## config.mk

```make
export PLATFORM = sky130hd
export DESIGN_NAME = spi_shifter
export DESIGN_NICKNAME = d
export VERILOG_FILES = /design/src/rtl/spi_shifter.sv
export SDC_FILE = /design/constraint.sdc
export NUM_CORES = 1
export LEC_CHECK = 0
export CAP_MARGIN = 20
export CELL_PAD_IN_SITES_DETAIL_PLACEMENT = 1
export CELL_PAD_IN_SITES_GLOBAL_PLACEMENT = 1
export CORE_MARGIN = 2
export CORE_UTILIZATION = 35
export CTS_CLUSTER_DIAMETER = 120
export DETAILED_ROUTE_END_ITERATION = 16
export PLACE_DENSITY = 0.79
export SYNTH_ARGS = -nofsm -noshare
export SYNTH_HDL_FRONTEND = slang
export SYNTH_SLANG_ARGS = --single-unit
```

## constraint.sdc

```tcl
create_clock -name clk -period 1.07 [get_ports clk]
set_input_delay 0.321 -clock clk [delete_from_list [all_inputs] [get_ports clk]]
set_output_delay 0.321 -clock clk [all_outputs]
set_load 0.02 [all_outputs]
```

## src/rtl/spi_shifter.sv

```systemverilog
// spi_shifter: SPI data path.
// Holds the CPU transmit byte, serialises it on MOSI while capturing MISO, and
// hands the received byte back to the CPU read side. Flags write collisions
// (CPU write during a frame) and overruns (new byte before the old was read).
module spi_shifter #(
   parameter int DATA_W = 8,
   parameter int CNT_W  = 4
) (
   input  logic              clk,
   input  logic              rst,
   input  logic              Shifter_en,
   input  logic              SPDR_rd_en,
   input  logic              SPDR_wr_en,
   input  logic              sample_stb,
   input  logic              shift_stb,
   input  logic              LSBFE,
   input  logic              MISO,
   input  logic              cpu_we,
   input  logic [DATA_W-1:0] cpu_wdata,
   input  logic              cpu_re,
   input  logic              flag_clr,
   output logic              MOSI,
   output logic [DATA_W-1:0] rx_data,
   output logic              rx_valid,
   output logic              tx_empty,
   output logic              WCOL,
   output logic              OVR
);

   // Bit counter saturates at the frame width; extra shift strobes are ignored.
   localparam logic [CNT_W-1:0] CNT_MAX = CNT_W'(DATA_W);
   localparam logic [CNT_W-1:0] CNT_ONE = {{(CNT_W-1){1'b0}}, 1'b1};

   // Next shift-register value for one bit step in the selected bit order.
   function automatic logic [DATA_W-1:0] shift_next(
      input logic [DATA_W-1:0] cur,
      input logic              bit_in,
      input logic              lsb_first
   );
      logic [DATA_W-1:0] res;
      if (lsb_first) begin
         res = {bit_in, cur[DATA_W-1:1]};
      end else begin
         res = {cur[DATA_W-2:0], bit_in};
      end
      return res;
   endfunction

   // State registers
   logic [DATA_W-1:0] shreg_r;
   logic [DATA_W-1:0] tx_buf_r;
   logic              tx_full_r;
   logic [DATA_W-1:0] rx_data_r;
   logic              rx_unread_r;
   logic [CNT_W-1:0]  bit_cnt_r;
   logic              miso_lat_r;
   logic              rx_valid_r;
   logic              wcol_r;
   logic              ovr_r;
   logic              wr_en_d_r;

   // Decoded events for the current cycle
   logic              cpu_wr_ok_s;
   logic              wcol_set_s;
   logic              load_s;
   logic              sample_s;
   logic              shift_s;
   logic              shift_in_s;
   logic              commit_s;
   logic              ovr_set_s;

   // Decode control levels and strobes into single-cycle events.
   always_comb begin
      cpu_wr_ok_s = 1'b0;
      wcol_set_s  = 1'b0;
      load_s      = 1'b0;
      sample_s    = 1'b0;
      shift_s     = 1'b0;
      shift_in_s  = 1'b0;
      commit_s    = 1'b0;
      ovr_set_s   = 1'b0;

      if (cpu_we) begin
         cpu_wr_ok_s = ~Shifter_en;
         wcol_set_s  = Shifter_en;
      end else begin
         cpu_wr_ok_s = 1'b0;
         wcol_set_s  = 1'b0;
      end

      load_s   = SPDR_rd_en & tx_full_r & ~Shifter_en;
      sample_s = Shifter_en & sample_stb;
      shift_s  = Shifter_en & shift_stb & (bit_cnt_r < CNT_MAX);

      // A coincident sample strobe delivers the live pin, not the stale latch.
      if (sample_stb) begin
         shift_in_s = MISO;
      end else begin
         shift_in_s = miso_lat_r;
      end

      commit_s = SPDR_wr_en & ~wr_en_d_r;
      // A same-cycle CPU read acknowledges the old byte, so no overrun.
      ovr_set_s = commit_s & rx_unread_r & ~cpu_re;
   end

   // Transmit buffer: CPU writes accepted only outside a frame.
   always_ff @(posedge clk or negedge rst) begin
      if (!rst) begin
         tx_buf_r <= {DATA_W{1'b0}};
      end else if (cpu_wr_ok_s) begin
         tx_buf_r <= cpu_wdata;
      end else begin
         tx_buf_r <= tx_buf_r;
      end
   end

   // Transmit-full flag: a same-cycle write keeps it set over a load.
   always_ff @(posedge clk or negedge rst) begin
      if (!rst) begin
         tx_full_r <= 1'b0;
      end else if (cpu_wr_ok_s) begin
         tx_full_r <= 1'b1;
      end else if (load_s) begin
         tx_full_r <= 1'b0;
      end else begin
         tx_full_r <= tx_full_r;
      end
   end

   // Shift register: parallel load from tx buffer or one-bit shift.
   always_ff @(posedge clk or negedge rst) begin
      if (!rst) begin
         shreg_r <= {DATA_W{1'b0}};
      end else if (load_s) begin
         shreg_r <= tx_buf_r;
      end else if (shift_s) begin
         shreg_r <= shift_next(shreg_r, shift_in_s, LSBFE);
      end else begin
         shreg_r <= shreg_r;
      end
   end

   // Bit counter: cleared on load, counts shifts up to the frame width.
   always_ff @(posedge clk or negedge rst) begin
      if (!rst) begin
         bit_cnt_r <= {CNT_W{1'b0}};
      end else if (load_s) begin
         bit_cnt_r <= {CNT_W{1'b0}};
      end else if (shift_s) begin
         bit_cnt_r <= bit_cnt_r + CNT_ONE;
      end else begin
         bit_cnt_r <= bit_cnt_r;
      end
   end

   // MISO latch captured on the sample strobe during a frame.
   always_ff @(posedge clk or negedge rst) begin
      if (!rst) begin
         miso_lat_r <= 1'b0;
      end else if (sample_s) begin
         miso_lat_r <= MISO;
      end else begin
         miso_lat_r <= miso_lat_r;
      end
   end

   // Commit edge detector history for SPDR_wr_en.
   always_ff @(posedge clk or negedge rst) begin
      if (!rst) begin
         wr_en_d_r <= 1'b0;
      end else begin
         wr_en_d_r <= SPDR_wr_en;
      end
   end

   // Receive data and one-cycle valid pulse on commit (partial frames included).
   always_ff @(posedge clk or negedge rst) begin
      if (!rst) begin
         rx_data_r  <= {DATA_W{1'b0}};
         rx_valid_r <= 1'b0;
      end else if (commit_s) begin
         rx_data_r  <= shreg_r;
         rx_valid_r <= 1'b1;
      end else begin
         rx_data_r  <= rx_data_r;
         rx_valid_r <= 1'b0;
      end
   end

   // Unread marker: set on commit, cleared by a CPU read; commit wins.
   always_ff @(posedge clk or negedge rst) begin
      if (!rst) begin
         rx_unread_r <= 1'b0;
      end else if (commit_s) begin
         rx_unread_r <= 1'b1;
      end else if (cpu_re) begin
         rx_unread_r <= 1'b0;
      end else begin
         rx_unread_r <= rx_unread_r;
      end
   end

   // Sticky write-collision flag; a same-cycle set beats the clear.
   always_ff @(posedge clk or negedge rst) begin
      if (!rst) begin
         wcol_r <= 1'b0;
      end else if (wcol_set_s) begin
         wcol_r <= 1'b1;
      end else if (flag_clr) begin
         wcol_r <= 1'b0;
      end else begin
         wcol_r <= wcol_r;
      end
   end

   // Sticky overrun flag; a same-cycle set beats the clear.
   always_ff @(posedge clk or negedge rst) begin
      if (!rst) begin
         ovr_r <= 1'b0;
      end else if (ovr_set_s) begin
         ovr_r <= 1'b1;
      end else if (flag_clr) begin
         ovr_r <= 1'b0;
      end else begin
         ovr_r <= ovr_r;
      end
   end

   // Serial output idles high outside a frame; bit order chosen by LSBFE.
   always_comb begin
      MOSI = 1'b1;
      if (Shifter_en) begin
         if (LSBFE) begin
            MOSI = shreg_r[0];
         end else begin
            MOSI = shreg_r[DATA_W-1];
         end
      end else begin
         MOSI = 1'b1;
      end
   end

   assign rx_data  = rx_data_r;
   assign rx_valid = rx_valid_r;
   assign tx_empty = ~tx_full_r;
   assign WCOL     = wcol_r;
   assign OVR      = ovr_r;

endmodule

```

Yosys cells after proc, flatten, opt, wreduce, memory -nomap -nowiden
Index checks and enable logic that the tools add are counted.
- input port bits: 20
- flip-flop bits (word level): 35
- output and inout port bits: 13
- word-level logic and storage cells: 48
- reduce and logical (&&, ||, !) cells: 5
- multiplexer cells: 18
- order comparisons: 1
- bitwise gates (word level): 12
- add/subtract/negate cells: 1
- operator list (cell ; count):
    8-bit two-way mux ; 3
    1-bit two-way mux ; 13
    2-bit nonzero test ; 5
    1-bit AND ; 8
    4-bit two-way mux ; 2
    4-bit by 1-bit adder with 4-bit output (second input constant) ; 1
    4-bit < comparator (second input constant) ; 1
    1-bit inverter ; 4

Longest topological paths before layout
Gate-level depths: netlist (run 1).
- word-level depth: 5
- depth in mapped cells: 5
- gate-level depth less buffers: 4

Worst setup path after synthesis (run 1)
OpenSTA, ideal clock, no wires.
- path kind: input -> register
- start point: input port Shifter_en
- end point: register shreg_r[2]
- stages: 5
- buffers on the path: 2
- arrival time: 1095 ps
- slack: -151 ps
- required time: 944 ps
- library setup time: 126 ps
- cells stage by stage: buf_6 -> and3b_1 -> buf_6 -> nor2_4 -> a221o_1
- cells in the longest elaborated chain, start to end: 3
- elaborated cells between the ends (all ways): 6
- those cells by class: 1 x mux; 4 x bitwise; 1 x reduce/logical
- ends and longest elaborated chain (what ; line ; RTL):
    start, declared ; 11 ; input logic Shifter_en,
    1-bit AND or 1-bit inverter (tied branches) ; 93, 91 ;
    1-bit AND (on tied branches) ; 93, 91 ;
    2-bit nonzero test (no source line) or 8-bit two-way mux (tied branches) ; n/a ;
    end signal, assigned ; 134 ; shreg_r <= {DATA_W{1'b0}};
    end signal, assigned ; 136 ; shreg_r <= tx_buf_r;
    end signal, assigned ; 138 ; shreg_r <= shift_next(shreg_r, shift_in_s, LSBFE);
    end, declared ; 50 ; logic [DATA_W-1:0] shreg_r;
Parallel ways exist; a longest one is shown, timed or not.
A chain may end at the register's enable or synchronous reset.

Worst setup path in the final report (run 1)
- start point: register shreg_r[0]
- end point: output port MOSI
- cells in the longest elaborated chain, start to end: 2
- ends and longest elaborated chain (what ; line ; RTL):
    1-bit two-way mux ; 234 ; if (LSBFE) begin
    1-bit two-way mux ; 233 ; if (Shifter_en) begin
    end, declared ; 22 ; output logic MOSI,
No other way between the ends.

==> out/summary.md, run 1 <==
### Place
* **routability congestion estimate from global placement** 0.7650
* **IO buf count** 32
* **Post-DP HPWL** 2724 um
* **dpl cell area** 1998 um2

### Timing
* **final critical-path share of the clock period** 128.1%
* **worst setup skew after layout** 0.01300 ns
* **final-report hold violation count** 0
* **unrepaired setup endpoints after global routing** yes
* **slack of the critical path** -0.3007 ns
* **slew at the pin closest to its max-slew limit** 0.2857 ns
* **Fmax** 0.7296 GHz
* **final setup violation count** 25
* **minimum clock period after layout** 1.371 ns
* **worst rel slew slack** 80.41%
* **Final Slew Violations** 0

### Clocking
* **TritonCTS Buffers** 5
* **Clk Tree Root Cell** clkbuf_8
* **H-tree Lvls** 2
* **clock tree from TritonCTS** built
* **Clock Latency Late Sink** 0.29 ns
* **cts hold-fix bufs** 0
* **post-CTS clock slew at the launch and capture registers of the worst setup and hold paths** 0.06 ns
* **number of buffers on the longest clock path** 2
* **clock sink total** 35

### Status
* **failing checks** setup timing
* **status** complete, but fails checks

### Final layout
* **fin nets** 198
* **fraction of the core area covered by cells at the end of the flow** 55.91%
* **area grow syn2layout** 51.03%
* **total inserted antenna cells** 0
* **proportion of layout cells with a drive suffix above 1** 43.82%
* **final std cell area, no fill** 2285 um2

### Detailed routing
* **final wirelength** 4402 um
* **total DRC errors in the routed layout** 0
* **via count normalized by instance count** 5.180
* **first-pass detailed-route iteration total** 4
* **post-detailed-route wirelength per cell** 19.31 um
* **first-iteration detailed-routing DRC count** 53
* **number of vias after detailed routing** 1,181
* **DRT antenna net count** 0

### Logic synthesis
* **adder-cell share of the synthesized area** 0.8271%
* **sequential area share after synthesis** 57.90%
* **simple-gate share of the synthesized area** 8.933%
* **top cell type's share of synthesized area** 57.90%
* **most common flop cell mapped by yosys** dfrtp_1
* **share of cell area taken by muxes after synthesis** 18.61%
* **Cell variety after synth** 27
* **most frequent cells after synthesis** dfrtp_1, mux2_2, mux2i_1, nor2_1
* **Netlist Area Pre-Place** 1513 um2
* **#FFs+latches synth** 35
* **synthesis warning total** 0
* **number of synthesized flops with an enable pin** 0
* **largest family of logic cells by synthesized area** multiplexers
* **FFs w/ async S/R, synth** 100.0%
* **average size of a mapped cell** 12.82 um2
* **Syn Inst Count** 118
* **complex-gate fraction of the synthesized area** 9.429%
* **library cell with the highest instance count after synthesis** dfrtp_1
* **syn nets** 139
* **parity-gate share of the synthesized area counting xor and xnor cells** 0%
* **Synth area leader** dfrtp_1
* **top cells by area in the synthesized netlist** dfrtp_1, mux2_2, mux2i_1

### Worst hold path
* **worst hold path type** in -> reg
* **worst hold path startpoint** cpu_we
* **terminating pin of the worst hold path** WCOL
* **number of instances on the worst hold path** 3

### Worst setup path
* **Critical Path End Type** output pin
* **Crit Reg-Reg Startpoint** bit_cnt_r[3]
* **path type of the worst setup path** reg -> out
* **Crit path arrival time** 1.05 ns
* **Max Fanout on Critical Path** 2
* **register-to-register setup slack** -0.28 ns
* **Critical Path RT** 0.75 ns
* **Reg-to-Reg End** shreg_r[0]
* **path depth of the worst reg2reg path** 4
* **Startpoint Class** flip-flop

### GRT
* **pin count of the biggest net entering global routing** 36
* **global routing usage summed across all routing layers** 17.87%
* **wire length of the first global-routing pass** 6630 um
* **total overflow reported by the global router** 0
* **number of global-route vias before repair** 1,265
* **number of antenna violations at the first check in global routing** 0

### Pwr
* **maximum VDD drop** 0.9238 mV
* **Final Power** 4244 uW
* **Power per Cell Area** 1858 nW/um2
* **Static Leak** 0.001117 uW

### Floorplanning
* **number of placement rows** 23
* **Die Y** 69.74 um
* **area of the placeable core** 4086 um2
* **number of ports placed on the die boundary** 33
* **DIE AREA** 4864 um2
* **initial core utilization** 37.02%
* **floorplan die width** 69.74 um

### Run
* **maxcap violations** 0

[worst max-delay path by stage]
stage / startpoint / to / slack [ns] / cells after the start
after floorplan: Shifter_en / shreg_r[2] / -0.15 / 5
after global placement: LSBFE / MOSI / -0.86 / 4
after detailed placement: LSBFE / MOSI / -0.93 / 4
after CTS: shreg_r[0] / MOSI / -0.34 / 3
after global routing: shreg_r[0] / MOSI / -0.40 / 3
final: shreg_r[0] / MOSI / -0.30 / 3
[logic make-up after synthesis]
| logic type | after synthesis |
|---|---|
| compound gates | 19 |
| buf+inv | 12 |
| flops | 35 |
| fa+ha+maj | 1 |
| mux | 26 |
| simple gates | 25 |
[metal layers]
layer	track usage (%)	share of wire (%)	vias to the layer above
met3	4.506	2.8	9
met5	0	0	-
met4	7.906	2.8	0
met2	32.48	54	27
li1	-	-	536
met1	19.52	41	609
[flip-flops by register name (all words and copies together) (netlist names)]
register	cells
tx_full_r	1
miso_lat_r	1
rx_data	8
shreg_r	8
wr_en_d_r	1
WCOL	1
rx_unread_r	1
rx_valid	1
bit_cnt_r	4
tx_buf_r	8
OVR	1
[per-stage QoR]
| step | TNS, ns | hold WS [ns] | std cells | worst slack, ns |
|---|---|---|---|---|
| CTS | -4.873 | 0.3369 | 224 | -0.3437 |
| global placement | -20.62 | 0.4640 | 206 | -0.8632 |
| detailed placement | -22.08 | 0.4717 | 206 | -0.9335 |
| floorplan | -1.548 | 0.02541 | 118 | -0.1486 |
| finish | -3.332 | 0.3088 | 228 | -0.3007 |
| global route | -4.442 | 0.3282 | 228 | -0.3961 |
[critical path: stages (launching register included)]
cell	delay (ns)
dfrtp_1	0.38
mux2i_1	0.15
nand2_1	0.09
buf_6	0.14
[power breakdown]
group / total [uW] / internal (uW) / switching [uW]
clock: 916 / 456 / 460
sequential: 1880 / 1620 / 263
combinational: 1450 / 839 / 607
[timing repair]
action                     4_1_cts  5_1_grt
setup endpoints to repair       44       41
hold endpoints to repair         0        0
buffers inserted                 9        5
gates resized for setup        105       14
gates cloned                     2        1
pin swaps                        8       10
[cell usage in the layout (no fill, tap or decap), drive strengths merged, types with 2 or more instances in the layout]
| cell | instances |
|---|---|
| buf | 40 |
| dfrtp | 35 |
| mux2 | 17 |
| clkdlybuf4s50 | 12 |
| mux2i | 9 |
| nor2 | 9 |
| clkbuf | 7 |
| inv | 6 |
| a221o | 6 |
| nand2 | 5 |
| dlygate4sd2 | 5 |
| o21ai | 3 |
| a21oi | 3 |
| nand3b | 2 |
| and3b | 2 |
| nand2b | 2 |
| nor2b | 2 |
[area by class of cell]
| type | count | area [um2] |
|---|---|---|
| inverter | 6 | 22.52 |
| clock inverter | 1 | 5.005 |
| fill | 407 | 1802 |
| sequential | 35 | 875.8 |
| timing repair buffer | 58 | 566.8 |
| tap | 50 | 62.56 |
| clock buffer | 7 | 76.32 |
| multi-input combinational | 71 | 675.6 |
No activity file was read; power rests on OpenSTA's default activity.
==> inputs of run 2 (changes only) <==
- SLEW_MARGIN: unset -> 10
==> results of run 2 <==
The final DEF is identical to that of run 1; final timing and power are the same.
==> inputs of run 3 (changes only) <==
- CORE_UTILIZATION: 35 -> 44
- DONT_BUFFER_PORTS: unset -> 1
==> run 3 against run 2 <==
Net effect: the run ends with hold timing, setup timing left; clock power is 29% higher; global-route usage is 1.4 points higher; total power is 7.0% lower; clock-buffer cell count is 2 lower; core utilization is 0.82 points higher; non-clock buffer count is 41 lower; critical path depth is 1 lower; via count is 15% lower; final area is 18% lower; first-iteration DRC count is 40% lower; hold slack worse by 0.64 ns; setup slack better by 0.0038 ns; critical endpoint unchanged; largest power group unchanged; highest routed layer unchanged.
==> out/summary.md, run 3 (same netlist as run 1, synthesis figures left out) <==
### Timing
* **unrepaired setup endpoints after global routing** yes
* **slack of the critical path** -0.2969 ns, +0.003811 ns
* **minimum clock period after layout** 1.367 ns, -0.003811 ns
* **final-report hold violation count** 35, +35
* **Final Slew Violations** 0, unchanged
* **minimum hold slack** -0.3351 ns, -0.6439 ns
* **final critical-path share of the clock period** 127.7%, -0.36 points
* **final setup violation count** 24, -4.0%
* **Fmax** 0.7316 GHz, +0.28%
* **worst rel slew slack** 82.73%, +2.3 points
* **slew at the pin closest to its max-slew limit** 0.2519 ns, -0.03379 ns
* **worst setup skew after layout** 0.006250 ns, -0.006750 ns

### Pwr
* **Final Power** 3949 uW, -7.0%
* **Switching Fraction** 28.76%, -2.6 points
* **switching power total** 1136 uW, -15%
* **share of power burned in the clock network** 30.0%, +8.4 points
* **Sequential Power Share** 51.3%, +7.0 points
* **Static Leak** 0.0008696 uW, -22%
* **internal power** 2813 uW, -3.5%
* **maximum VDD drop** 1.352 mV, +46%
* **combinational cell fraction of total power** 18.7%, -15 points
* **Power per Cell Area** 2103 nW/um2, +13%

### GRT
* **total overflow reported by the global router** 0, unchanged
* **global routing usage summed across all routing layers** 19.31%, +1.4 points
* **number of antenna violations at the first check in global routing** 0, unchanged
* **wire length of the first global-routing pass** 5837 um, -12%
* **number of global-route vias before repair** 1,171, -7.4%
* **pin count of the biggest net entering global routing** 36, unchanged

### Clocking
* **clock sink total** 35, unchanged
* **number of buffers on the longest clock path** 2, unchanged
* **Clk Tree Root Cell** clkbuf_4
* **H-tree Lvls** 2, unchanged
* **Clock Latency Late Sink** 0.33 ns, +0.04 ns
* **cts hold-fix bufs** 1, +1
* **post-CTS clock slew at the launch and capture registers of the worst setup and hold paths** 0.11 ns, +0.05 ns
* **TritonCTS Buffers** 5, unchanged
* **clock tree from TritonCTS** built

### Worst setup path
* **Crit. Startpoint** shreg_r[0]
* **Crit path arrival time** 1.05 ns, about the same
* **Reg-to-Reg End** shreg_r[6]
* **path type of the worst setup path** reg -> out
* **Crit Reg-Reg Startpoint** tx_full_r
* **Critical Path RT** 0.75 ns, about the same
* **slowest cell on the critical path** dfrtp_1
* **CP top delay family** flip-flops
* **register-to-register setup slack** -0.14 ns, +0.14 ns
* **Startpoint Class** flip-flop
* **path depth of the worst reg2reg path** 3, -1
* **Slowest Stage Delay on Critical Path** 0.40 ns, +0.02 ns
* **Critical Path End Type** output pin
* **Critical Path, Cell by Cell** mux2i_1 > nand2_2
* **Max Fanout on Critical Path** 2, unchanged
* **WP buf/inv** 0, -1

### Place
* **IO buf count** 0, -100%
* **pre-CTS setup slack** -0.1592 ns, +0.7743 ns
* **dpl cell area** 1648 um2, -18%
* **Post-DP HPWL** 2409 um, -12%
* **routability congestion estimate from global placement** 0.7467, -2.4%

### Floorplanning
* **Die Y** 62.64 um, -10%
* **area of the placeable core** 3311 um2, -19%
* **floorplan die width** 62.64 um, -10%
* **number of placement rows** 21, -8.7%
* **number of ports placed on the die boundary** 33, unchanged
* **initial core utilization** 45.69%, +8.7 points
* **DIE AREA** 3923 um2, -19%

### Detailed routing
* **DRT antenna net count** 0, unchanged
* **post-detailed-route wirelength per cell** 18.65 um, -3.4%
* **final wirelength** 3413 um, -22%
* **number of vias after detailed routing** 1,003, -15%
* **first-iteration detailed-routing DRC count** 32, -40%
* **first-pass detailed-route iteration total** 4, unchanged
* **total DRC errors in the routed layout** 0, unchanged
* **via count normalized by instance count** 5.481, +5.8%

### Final layout
* **final std cell area, no fill** 1878 um2, -18%
* **total inserted antenna cells** 0, unchanged
* **fin nets** 157, -21%
* **area of the multi-input gates** 643.1 um2, -4.8%
* **filler cell count** 343, -16%
* **area grow syn2layout** 24.15%
* **Seq. cell area** 888.4 um2, +1.4%
* **proportion of layout cells with a drive suffix above 1** 46.72%, +2.9 points
* **leading cell types in the layout, fill and taps excluded** dfrtp_1, dfrtp_2, mux2i_1, mux2_2, buf_4
* **most common cell after layout, fill and taps aside** dfrtp_1

### Status
* **failing checks** hold timing, setup timing
* **status** complete, but fails checks

### Worst hold path
* **worst hold path type** in -> async

### Run
* **maxcap violations** 0, unchanged

## run 3: how the worst max path moves through the flow
stage,endpoint,slack (ns),cells past startpoint
floorplan,shreg_r[2],-0.15,5
global placement,shreg_r[5],-0.11,3
detailed placement,shreg_r[1],-0.16,3
CTS,MOSI,-0.31,2
global route,MOSI,-0.36,2
finish,MOSI,-0.30,2
## run 3: power by group through the flow
stage | registers, uW | logic (uW) | clock network, uW
CTS | 2030 | 714 | 1220
global placement | 2020 | 583 | 0
finish | 2030 | 740 | 1180
floorplan | 1940 | 483 | 0
detailed placement | 2040 | 621 | 0
global route | 2070 | 812 | 1280
## run 3: timing repair
action                     in CTS  in global routing
hold endpoints to repair       36                 35
setup buffers                   5                  0
pin swaps                      14                 11
setup endpoints to repair      33                 26
resized for setup              27                  8
## run 3: cell type report
type,count,area share (%)
multi-input combinational,71,34.24
clock inverter,3,3.598
sequential,35,47.30
tap,46,3.065
clock buffer,5,1.999
inverter,6,1.466
timing repair buffer,17,8.328
## run 3: metrics by stage
stage,TNS [ns],cells,util (%)
floorplan,-1.548,118,-
global placement,-1.734,170,49.77
detailed placement,-2.422,170,49.77
CTS,-2.357,184,56.27
global route,-3.363,183,56.73
finish,-2.135,183,56.73
## run 3: metal layers
metal | vias up | share of wire (%) | track usage (%)
met1 | 508 | 43 | 23.42
met4 | 0 | 1.0 | 6.667
li1 | 457 | - | -
met3 | 5 | 4.4 | 4.144
met5 | - | 0 | 0
met2 | 33 | 52 | 34.01
